$ cat config.mk
export PLATFORM = sky130hd
export DESIGN_NAME = if_stage
export DESIGN_NICKNAME = d
export VERILOG_FILES = /design/src/rtl/if_stage.sv
export SDC_FILE = /design/constraint.sdc
export NUM_CORES = 1
export LEC_CHECK = 0
export ABC_CLOCK_PERIOD_IN_PS = 2260
export CELL_PAD_IN_SITES_DETAIL_PLACEMENT = 2
export CELL_PAD_IN_SITES_GLOBAL_PLACEMENT = 2
export CORE_MARGIN = 4
export CORE_UTILIZATION = 28
export CTS_BUF_LIST = sky130_fd_sc_hd__clkbuf_16
export DETAILED_ROUTE_END_ITERATION = 10
export GPL_TIMING_DRIVEN = 0
export HOLD_SLACK_MARGIN = 0.1
export PLACE_DENSITY = 0.83
export SLEW_MARGIN = 20
export SYNTH_ARGS = -nofsm -noshare
export SYNTH_HDL_FRONTEND = slang
export SYNTH_SLANG_ARGS = --single-unit
$ cat constraint.sdc
create_clock -name clk_i -period 2.26 [get_ports clk_i]
set_clock_uncertainty 0.1 [all_clocks]
set_input_delay 0.339 -clock clk_i [delete_from_list [all_inputs] [get_ports clk_i]]
set_output_delay 0.339 -clock clk_i [all_outputs]
set_load 0.02 [all_outputs]
$ cat src/rtl/if_stage.sv
// Instruction-fetch stage: runs a req/ack fetch at the current PC, loads the
// IF/ID register, stalls the PC while a fetch is outstanding, and drains a
// request that was squashed by a branch flush before issuing the next one.
module if_stage #(
    parameter logic [31:0] NOP_INST = 32'h0000_0000
) (
    input  logic        clk_i,
    input  logic        rst_i,
    input  logic        start_i,
    input  logic [31:0] pc_i,
    input  logic        hazard_stall_i,
    input  logic        flush_i,
    output logic        mem_req_o,
    output logic [31:0] mem_addr_o,
    input  logic        mem_ack_i,
    input  logic [31:0] mem_data_i,
    output logic        fetch_stall_o,
    output logic [31:0] pc4_o,
    output logic        ifid_valid_o,
    output logic [31:0] ifid_pc4_o,
    output logic [31:0] ifid_inst_o
);

    typedef enum logic [1:0] {
        S_IDLE    = 2'd0,
        S_FETCH   = 2'd1,
        S_HOLD    = 2'd2,
        S_DISCARD = 2'd3
    } state_t;

    state_t      r_state;
    state_t      w_state_nxt;
    logic [31:0] r_req_addr;
    logic [31:0] r_buf_inst;
    logic [31:0] r_buf_pc4;
    logic [31:0] r_ifid_inst;
    logic [31:0] r_ifid_pc4;
    logic        r_ifid_valid;
    logic [31:0] w_pc4;
    logic        w_deliver;
    logic        w_buffer;

    assign w_pc4 = pc_i + 32'd4;

    // Hand an instruction to IF/ID: a fresh ack, or the buffered word once the
    // hazard clears. A flush always wins and nothing is delivered.
    assign w_deliver = (((r_state == S_FETCH) && mem_ack_i) || (r_state == S_HOLD))
                       && !hazard_stall_i && !flush_i;

    // Ack arrived while ID is stalled: park the word until the hazard clears.
    assign w_buffer = (r_state == S_FETCH) && mem_ack_i && hazard_stall_i && !flush_i;

    // State register.
    always_ff @(posedge clk_i) begin
        if (rst_i) r_state <= S_IDLE;
        else       r_state <= w_state_nxt;
    end

    // Next state and memory/PC handshake outputs.
    always_comb begin
        w_state_nxt   = r_state;
        mem_req_o     = 1'b0;
        mem_addr_o    = r_req_addr;
        // Free the PC on deliver, and on flush so it can take the branch target.
        fetch_stall_o = !(w_deliver || flush_i);
        case (r_state)
            S_IDLE: begin
                fetch_stall_o = 1'b1;
                if (start_i) w_state_nxt = S_FETCH;
            end
            S_FETCH: begin
                mem_req_o  = 1'b1;
                mem_addr_o = pc_i;
                if (flush_i && !mem_ack_i) w_state_nxt = S_DISCARD;
                else if (w_buffer)         w_state_nxt = S_HOLD;
            end
            S_HOLD: begin
                if (flush_i || !hazard_stall_i) w_state_nxt = S_FETCH;
            end
            S_DISCARD: begin
                // Old request must complete at its original address; its data is dropped.
                mem_req_o     = 1'b1;
                mem_addr_o    = r_req_addr;
                fetch_stall_o = 1'b1;
                if (mem_ack_i) w_state_nxt = S_FETCH;
            end
            default: w_state_nxt = S_IDLE;
        endcase
    end

    // Track the outstanding request address and buffer a stalled ack.
    always_ff @(posedge clk_i) begin
        if (rst_i) begin
            r_req_addr <= 32'd0;
            r_buf_inst <= NOP_INST;
            r_buf_pc4  <= 32'd0;
        end else begin
            if (r_state == S_FETCH) r_req_addr <= pc_i;
            if (w_buffer) begin
                r_buf_inst <= mem_data_i;
                r_buf_pc4  <= w_pc4;
            end
        end
    end

    // IF/ID register: flush > hazard hold > deliver > bubble (pc4 kept on bubble).
    always_ff @(posedge clk_i) begin
        if (rst_i || flush_i) begin
            r_ifid_valid <= 1'b0;
            r_ifid_inst  <= NOP_INST;
            r_ifid_pc4   <= 32'd0;
        end else if (hazard_stall_i) begin
            r_ifid_valid <= r_ifid_valid;
        end else if (w_deliver) begin
            r_ifid_valid <= 1'b1;
            r_ifid_inst  <= (r_state == S_HOLD) ? r_buf_inst : mem_data_i;
            r_ifid_pc4   <= (r_state == S_HOLD) ? r_buf_pc4  : w_pc4;
        end else begin
            r_ifid_valid <= 1'b0;
            r_ifid_inst  <= NOP_INST;
        end
    end

    assign pc4_o        = w_pc4;
    assign ifid_valid_o = r_ifid_valid;
    assign ifid_inst_o  = r_ifid_inst;
    assign ifid_pc4_o   = r_ifid_pc4;

endmodule
== Word-level counts from Yosys, hierarchy flattened ==
Index checks and enable logic that the tools add are counted.

* $add $sub $neg: 1
* Equality and inequality tests: 7
* Multiplexer cells: 13
* Bitwise operators: 1
* Reduce and logical (&&, ||, !) cells: 19

{| class="wikitable"
|+ Operators by type and width
! cell !! count
|-
| two-way mux 32 bit || 4
|-
| adder 32 x 3 -> 32 bit (second input constant) || 1
|-
| two-way mux 2 bit || 5
|-
| one-hot mux 2 bit (4 select lines) || 1
|-
| logical AND 1 bit || 6
|-
| == test 2 bit (second input constant) || 2
|-
| logical NOT 1 bit || 4
|-
| logical OR 1 bit || 4
|-
| != test 2 bit (second input constant) || 2
|-
| AND reduction 4 bit || 1
|-
| OR reduction 2 bit || 2
|-
| two-way mux 1 bit || 3
|-
| != test 3 x 2 -> 1 bit (second input constant) || 1
|-
| == test 2 x 1 -> 1 bit (second input constant) || 1
|-
| logical NOT 2 bit || 1
|-
| != test 2 x 1 -> 1 bit (second input constant) || 1
|-
| AND reduction 2 bit || 1
|-
| NOT 1 bit || 1
|}

* Flip-flop bits (word level): 163
* Output and inout bits: 131
* Logic and storage cells: 48

== Depth between registers and ports, before layout ==
Gate-level depths: netlist (run 1).

* Depth in word-level cells: 8
* Depth in mapped cells: 9
* Depth with buffers taken out: 7

== Least setup slack after synthesis (run 1) ==
Ideal clock, no wire load.

* Path kind: reg2out
* Start point: register r_state[1]
* End point: output fetch_stall_o
* Data arrival time: 1.766 ns
* Required time: 1.821 ns
* Setup slack: 0.055 ns
* Cell stages (with the launch flop): 8
* Buffers on the path: 2
* Cell sequence: dfxtp_1 -> inv_1 -> ha_1 -> buf_2 -> a21oi_1 -> nor2_1 -> clkbuf_1 -> o21ai_0

* Word-level cells in the longest chain between the ends: 8

{| class="wikitable"
|+ RTL lines
! item !! line !! text
|-
| from (decl) || 31 || <nowiki>state_t r_state;</nowiki>
|-
| from (signal assigned) || 56 || <nowiki>else r_state <= w_state_nxt;</nowiki>
|-
| == test 2 x 1 -> 1 bit || 47 || <nowiki>assign w_deliver = (((r_state == S_FETCH) && mem_ack_i) || (r_state == S_HOLD))</nowiki>
|-
| logical AND 1 bit || 47 ||
|-
| logical OR 1 bit || 47 ||
|-
| logical AND 1 bit (2 in a row) || 48 || <nowiki>&& !hazard_stall_i && !flush_i;</nowiki>
|-
| logical OR 1 bit || 65 || <nowiki>fetch_stall_o = !(w_deliver || flush_i);</nowiki>
|-
| logical NOT 1 bit || 65 ||
|-
| two-way mux 1 bit * || 66 || <nowiki>case (r_state)</nowiki>
|-
| to (decl) || 17 || <nowiki>output logic fetch_stall_o,</nowiki>
|}

Every way passes the cells marked *; elsewhere a longest branch is shown, timed or not.

== Worst setup path after layout (run 1) ==
* Start point: input pc_i[15]
* End point: output pc4_o[31]

* Word-level cells in the longest chain between the ends: 1

{| class="wikitable"
|+ RTL lines
! item !! line !! text
|-
| from (decl) || 10 || <nowiki>input logic [31:0] pc_i,</nowiki>
|-
| adder 32 x 3 -> 32 bit || 43 || <nowiki>assign w_pc4 = pc_i + 32'd4;</nowiki>
|-
| to (decl) || 18 || <nowiki>output logic [31:0] pc4_o,</nowiki>
|}

Every way passes these cells.

==> flow_summary.yaml, run 1 <==
placed_design:
  portBuffers: 197
  hpwlAfterDp_mm: 20.7
  placedCellCount: 1304
  dpl_cell_area_um2: 9510
  place.gp.congestion: 0.805
  post-place-ws_ps: -1390
synth:
  ys_seq_area_share_pct: 45.8
  synth_top_cell_by_area: "dfxtp_1"
  syn_avg_cell_area_um2: 9.16
  ys_ff_latch: 163
  ys_types: 48
  synth_top_area_share_pct: 45.8
  synth_area_leaders: "dfxtp_1, mux2_2, nand2_1"
  synth_cells: 777
  synth.net_count: 852
  netlist_area_um2: 7120
  yosysWarnings: 0
sta:
  whs_ps: 197
  setup_ws_ps: -58.4
  finalHoldViolCount: 0
  period_minus_slack_ps: 2320
  tightest_slew_ps: 764
  max-slew-margin-rel_pct: 49.1
  tns_ps: -154
  max_freq_ghz: 0.431
  setup_viol: 6
  rsz0062_at_grt: "yes"
  fin_crit_sh_pct: 103
  slew_viol_final: 0
setup_path:
  criticalPathCategory: "primary input to output port"
  cp-start-kind: "primary input"
  crit_path_end_kind: "output port"
  cp_slowest_cell: "nor4_4"
  crit_path_max_incr_delay_ps: 310
  path_cells: "buf_4, and4_4, nand4_4, buf_12, nor4_4, xnor2_2, inv_1, buf_6"
  required_ps: 1820
  crit_arrival_ps: 1880
  critPathMaxFanout: 4
grt:
  antenna_found_initial: 2
  grt_max_degree: 17
  grt_pass1_wl_mm: 47.7
  grt_use_total_pct: 21.8
  grt_pass1_vias: 7942
  gr-total-overflow: 0
cts:
  cts_max_level: 4
  clock_latency_ps: 420
  numCtsBuffers: 17
  root_buffer: "clkbuf_16"
  clock-sinks: 163
  clk_path_buf_depth: 2
  clkSlewWorstSetupHoldPaths_ps: 80
  cts_tree: "built"
pwr:
  p_per_area_nw_per_um2: 743
  p_total_mw: 8.26
  peakVddDrop_v: 0.000461
  p_leak_nw: 4.35
route:
  via_per_inst: 5.22
  vias: 7278
  wl_mm: 34.8
  drtIter0Drc: 417
  ant_nets: 0
  drcViolationCount: 0
  wire_per_inst_um: 25.0
  firstDrtPassIters: 5
finish:
  drive_gt1_share_pct: 31.5
  multi_input_area_um2: 4000
  final_cell_mix: "dfxtp_1, clkdlybuf4s50_1, nand2_1"
  nFillCells: 2687
  syn2layout_area_growth_pct: 56.2
  final_util_pct: 44.3
  nNetsFinal: 1124
  final_cells: 1394
  fin_area_um2: 11100
  seqCellArea_um2: 3270
  layout_commonest_cell: "dfxtp_1"
floorplan:
  row_count: 58
  ios: 201
  die-area_um2: 28000
  fp.dieH_um: 167
  start_util_pct: 28.3
  die_x_um: 167
  core_area_um2: 25100
outcome:
  violations: "setup timing"
  status: "finished, violations left"
flow_run:
  cap_violations: 0
min_path:
  hold_class: "primary input to flop"
==> flip-flops by register name, indices dropped and copies added, names as in the netlist <==
signal,cells
r_state,2
r_buf_pc4,32
r_buf_inst,32
r_req_addr,32
ifid_pc4_o,32
ifid_inst_o,32
ifid_valid_o,1
==> logic make-up (layout without fill, tap and decap cells) <==
kind of cell    count (synthesis)  count (layout)  synth area share, %
buf+inv                        90             375                 5.17
other cells                     0               2                    0
fa+ha+maj                       5               5                0.879
mux                            70              70                 11.0
xor+xnor                       27              27                 3.32
flops                         163             163                 45.8
simple gates                  258             258                 18.4
compound gates                164             164                 15.4
==> metal layers <==
metal | part of all wire, % | GRT usage, % | vias to the layer above
met5 | 0 | 0 | -
li1 | - | - | 3249
met3 | 4.4 | 3.99 | 90
met1 | 39 | 25.2 | 3698
met2 | 52 | 39.9 | 241
met4 | 4.6 | 8.50 | 0
==> worst max-delay path, delay by kind of cell <==
family | cells | cell delay (ps)
simple gates | 3 | 770
buf+inv | 4 | 560
xor+xnor | 1 | 200
==> layout make-up <==
type	count	share of cell area (%)
Buffer	53	2.81
Antenna cell	2	0.0450
Sequential cell	163	29.4
Multi-Input combinational cell	524	35.9
Clock buffer	17	3.83
Timing Repair Buffer	258	22.1
Tap cell	330	3.71
Clock inverter	15	1.07
Inverter	32	1.10
==> cell usage after synthesis (all sizes together) <==
cell	instances
nand4	6
a211oi	30
a222oi	1
o21ai	10
mux2	64
and2	1
a21o	1
or2	4
nor4	7
a221oi	5
nor2b	37
xnor2	16
ha	5
o31ai	1
nand3	12
mux2i	6
dfxtp	163
o211ai	3
nor2	76
nand3b	3
nor3	11
or3	1
a21oi	62
and3	3
inv	32
o221ai	16
o22ai	2
o21a	1
a22oi	32
xor2	11
buf	23
and4	7
clkbuf	35
nand2	88
nand2b	2
==> worst paths after layout <==
path | startpoint | to | slack (ps) | cells past startpoint
worst min register to register | r_buf_inst[10] | r_buf_inst[10] | 350 | 2
worst max-delay path | pc_i[15] | pc4_o[31] | -60 | 8
worst max register to register | r_state[1] | ifid_pc4_o[12] | 10 | 11
worst min-delay path | pc_i[12] | r_req_addr[12] | 200 | 3
==> repair_timing <==
item / 4_1_cts / 5_1_grt
endpoints found under the setup margin: 158 / 139
pin swaps: 29 / 27
setup buffers: 35 / 21
endpoints found under the hold margin: 1 / 0
gates cloned: 2 / 2
gates resized for setup: 405 / 167
hold buffers: 1 / 0
==> where the power goes <==
part	leakage, nW	internal, mW	switching (mW)
Combinational	2.76	1.10	1.23
Clock	0.260	1.51	1.32
Sequential	1.32	3.02	0.0799
Power figures use the tool's default switching activity.
==> run 2, diff against run 1 <==
--- a/config.mk
+++ b/config.mk
@@ -5,16 +5,17 @@
 export SDC_FILE = /design/constraint.sdc
 export NUM_CORES = 1
 export LEC_CHECK = 0
+export ABC_AREA = 1
 export ABC_CLOCK_PERIOD_IN_PS = 2260
 export CELL_PAD_IN_SITES_DETAIL_PLACEMENT = 2
 export CELL_PAD_IN_SITES_GLOBAL_PLACEMENT = 2
 export CORE_MARGIN = 4
-export CORE_UTILIZATION = 28
+export CORE_UTILIZATION = 26
 export CTS_BUF_LIST = sky130_fd_sc_hd__clkbuf_16
 export DETAILED_ROUTE_END_ITERATION = 10
 export GPL_TIMING_DRIVEN = 0
 export HOLD_SLACK_MARGIN = 0.1
-export PLACE_DENSITY = 0.83
+export PLACE_DENSITY = 0.84
 export SLEW_MARGIN = 20
 export SYNTH_ARGS = -nofsm -noshare
 export SYNTH_HDL_FRONTEND = slang
==> constraint.sdc (replaced) <==
create_clock -name clk_i -period 2.26 [get_ports clk_i]
set_clock_uncertainty 0.1 [all_clocks]
set_input_delay 0.226 -clock clk_i [delete_from_list [all_inputs] [get_ports clk_i]]
set_output_delay 0.226 -clock clk_i [all_outputs]
set_load 0.02 [all_outputs]
==> flow_summary.yaml, run 2 <==
outcome:
  status: "complete, no violations"
sta:
  whs_ps: 75.8
  fin_crit_sh_pct: 96.7
  setup_viol: 0
  finalHoldViolCount: 0
  max_freq_ghz: 0.457
  max-slew-margin-rel_pct: 48.6
  tns_ps: 0
  slew_viol_final: 0
  period_minus_slack_ps: 2190
  tightest_slew_ps: 771
finish:
  final_util_pct: 38.4
  n_antenna_cell: 0
  final_cell_mix: "nand2_1, dfxtp_1, a21oi_1"
  drive_gt1_share_pct: 14.7
  syn2layout_area_growth_pct: 43.7
  layout_commonest_cell: "nand2_1"
  nNetsFinal: 1399
  final_cells: 1714
  nFillCells: 3332
cts:
  clk_path_buf_depth: 2
  clock_latency_ps: 430
  cts_tree: "built"
  root_buffer: "clkbuf_16"
  clock-sinks: 163
  clkSlewWorstSetupHoldPaths_ps: 70
  cts_max_level: 4
  numCtsBuffers: 17
pwr:
  clkPwrFrac_pct: 34.7
  intPower_mw: 5.49
  p_comb_share_pct: 27.9
  switching_share_pct: 35.0
  p_leak_nw: 4.77
  p_total_mw: 8.45
  p_sw_mw: 2.96
  p_seq_share_pct: 37.4
  peakVddDrop_v: 0.000377
  p_per_area_nw_per_um2: 783
synth:
  ys_ff_latch: 163
  ys_async_sr_fraction_pct: 0
  ys_types: 30
  ys_seq_area_share_pct: 43.5
  netlist_area_um2: 7500
  synth_top_family_by_area: "simple AND/OR/NAND/NOR gates"
  synth_top_cell_by_area: "dfxtp_1"
  synth_fa_ha_area_share_pct: 0.834
  synth_compound_area_share_pct: 18.8
  synthMuxAreaShare_pct: 0
  synth-xor-area-share_pct: 2.33
  syn_avg_cell_area_um2: 6.91
  yosysWarnings: 0
  synth_ff_type: "dfxtp_1"
  synth.net_count: 1161
  ys_top_cells_by_count: "nand2_1, dfxtp_1, a21oi_1"
  synth_cells: 1086
  synth_edf_count: 0
  yosys.area_share.simple_pct: 26.0
  yosysMostFrequentCell: "nand2_1"
  synth_area_leaders: "dfxtp_1, nand2_1, a21oi_1"
  synth_top_area_share_pct: 43.5
route:
  wl_mm: 33.5
  drtIter0Drc: 306
  wire_per_inst_um: 19.5
  ant_nets: 0
  drcViolationCount: 0
  vias: 8263
  via_per_inst: 4.82
  firstDrtPassIters: 4
setup_path:
  crit_arrival_ps: 1860
  crit_path_end_kind: "output port"
  cp-start-kind: "primary input"
  criticalPathCategory: "primary input to output port"
  required_ps: 1930
  critPathMaxFanout: 5
grt:
  grt_pass1_wl_mm: 51.2
  grt_use_total_pct: 20.9
  gr-total-overflow: 0
  grt_pass1_vias: 9123
  antenna_found_initial: 0
  grt_max_degree: 17
placed_design:
  hpwlAfterDp_mm: 24.4
  placedCellCount: 1662
  portBuffers: 198
  place.gp.congestion: 0.833
floorplan:
  core_area_um2: 28100
  die-area_um2: 31600
  start_util_pct: 26.7
  die_x_um: 178
  ios: 201
  row_count: 61
  fp.dieH_um: 178
flow_run:
  cap_violations: 0
min_path:
  hold_class: "primary input to flop"
## run 2: changes by cell type after synthesis, sizes merged, moves of 37 or more
cell   previous run  this run
a21oi            62       150
nor2             76       114
inv              32        81
o21ai            10       121
mux2             64         0
nor2b            37         0
nand2            88       343
## run 2: layer usage
metal	vias to the layer above	global-route usage (%)	routed length (µm)
met5	-	0	0
met4	0	4.71	481
met3	27	4.45	1580
met2	192	38.2	16900
met1	4115	25.1	14500
li1	3929	-	-
## run 2: final cells by class
type	instances	area, µm²	share of cell area (%)
timing repair buffer	219	1990	18.5
clock buffer	17	425	3.95
sequential	163	3270	30.3
multi-input combinational	774	3750	34.8
buffer	67	413	3.83
inverter	82	323	2.99
tap	378	473	4.39
clock inverter	14	141	1.31
## run 2: per-stage QoR
stage                     worst slack [ps]  instance area, µm²
after floorplan                        358                7500
after global placement                -727                9960
after detailed placement              -782                9960
after CTS                            -10.3               10800
after global routing                 -3.83               10800
final                                 74.2               10800
## run 2: path summary, 6_finish.rpt
kind                   startpoint              end  slack (ps)  cells past startpoint
hold reg to reg   ifid_inst_o[29]  ifid_inst_o[29]         370                      2
setup / recovery          pc_i[8]        pc4_o[24]          70                      9
hold / removal           pc_i[29]   r_req_addr[29]          80                      3
setup reg to reg       r_state[1]    ifid_pc4_o[5]          90                     10
## run 2: power by group through the flow
| stage | combinational (mW) | sequential (mW) | clock, mW |
|---|---|---|---|
| 6_report | 2.35 | 3.16 | 2.93 |
| 4_1_cts | 2.43 | 3.16 | 2.97 |
| 5_1_grt | 2.57 | 3.18 | 3.11 |
| 3_5_place_dp | 2.38 | 3.22 | 0 |
| 3_3_place_gp | 2.32 | 3.21 | 0 |
| 2_1_floorplan | 1.20 | 3.26 | 0 |
## run 2: critical path: stages
cell           delay [ps]
dlygate4sd2_1         310
nand2_1               200
nor2_2                200
nand2_1               130
nor2_4                170
nand2_1                80
nand2_1                80
nand2_1               110
dlygate4sd2_1         350
## run 2: logic make-up (layout without fill, tap and decap cells)
logic type	Yosys count	count (layout)
flops	163	163
xor+xnor	14	14
buf+inv	149	399
compound gates	278	278
simple gates	477	477
fa+ha+maj	5	5
## run 2: timing repair
item	in CTS	in global routing
hold buffers	1	5
hold endpoints to repair	3	6
buffers inserted	9	6
resized for setup	239	83
endpoints found under the setup margin	63	91
cloned	0	0
pin swaps	7	1
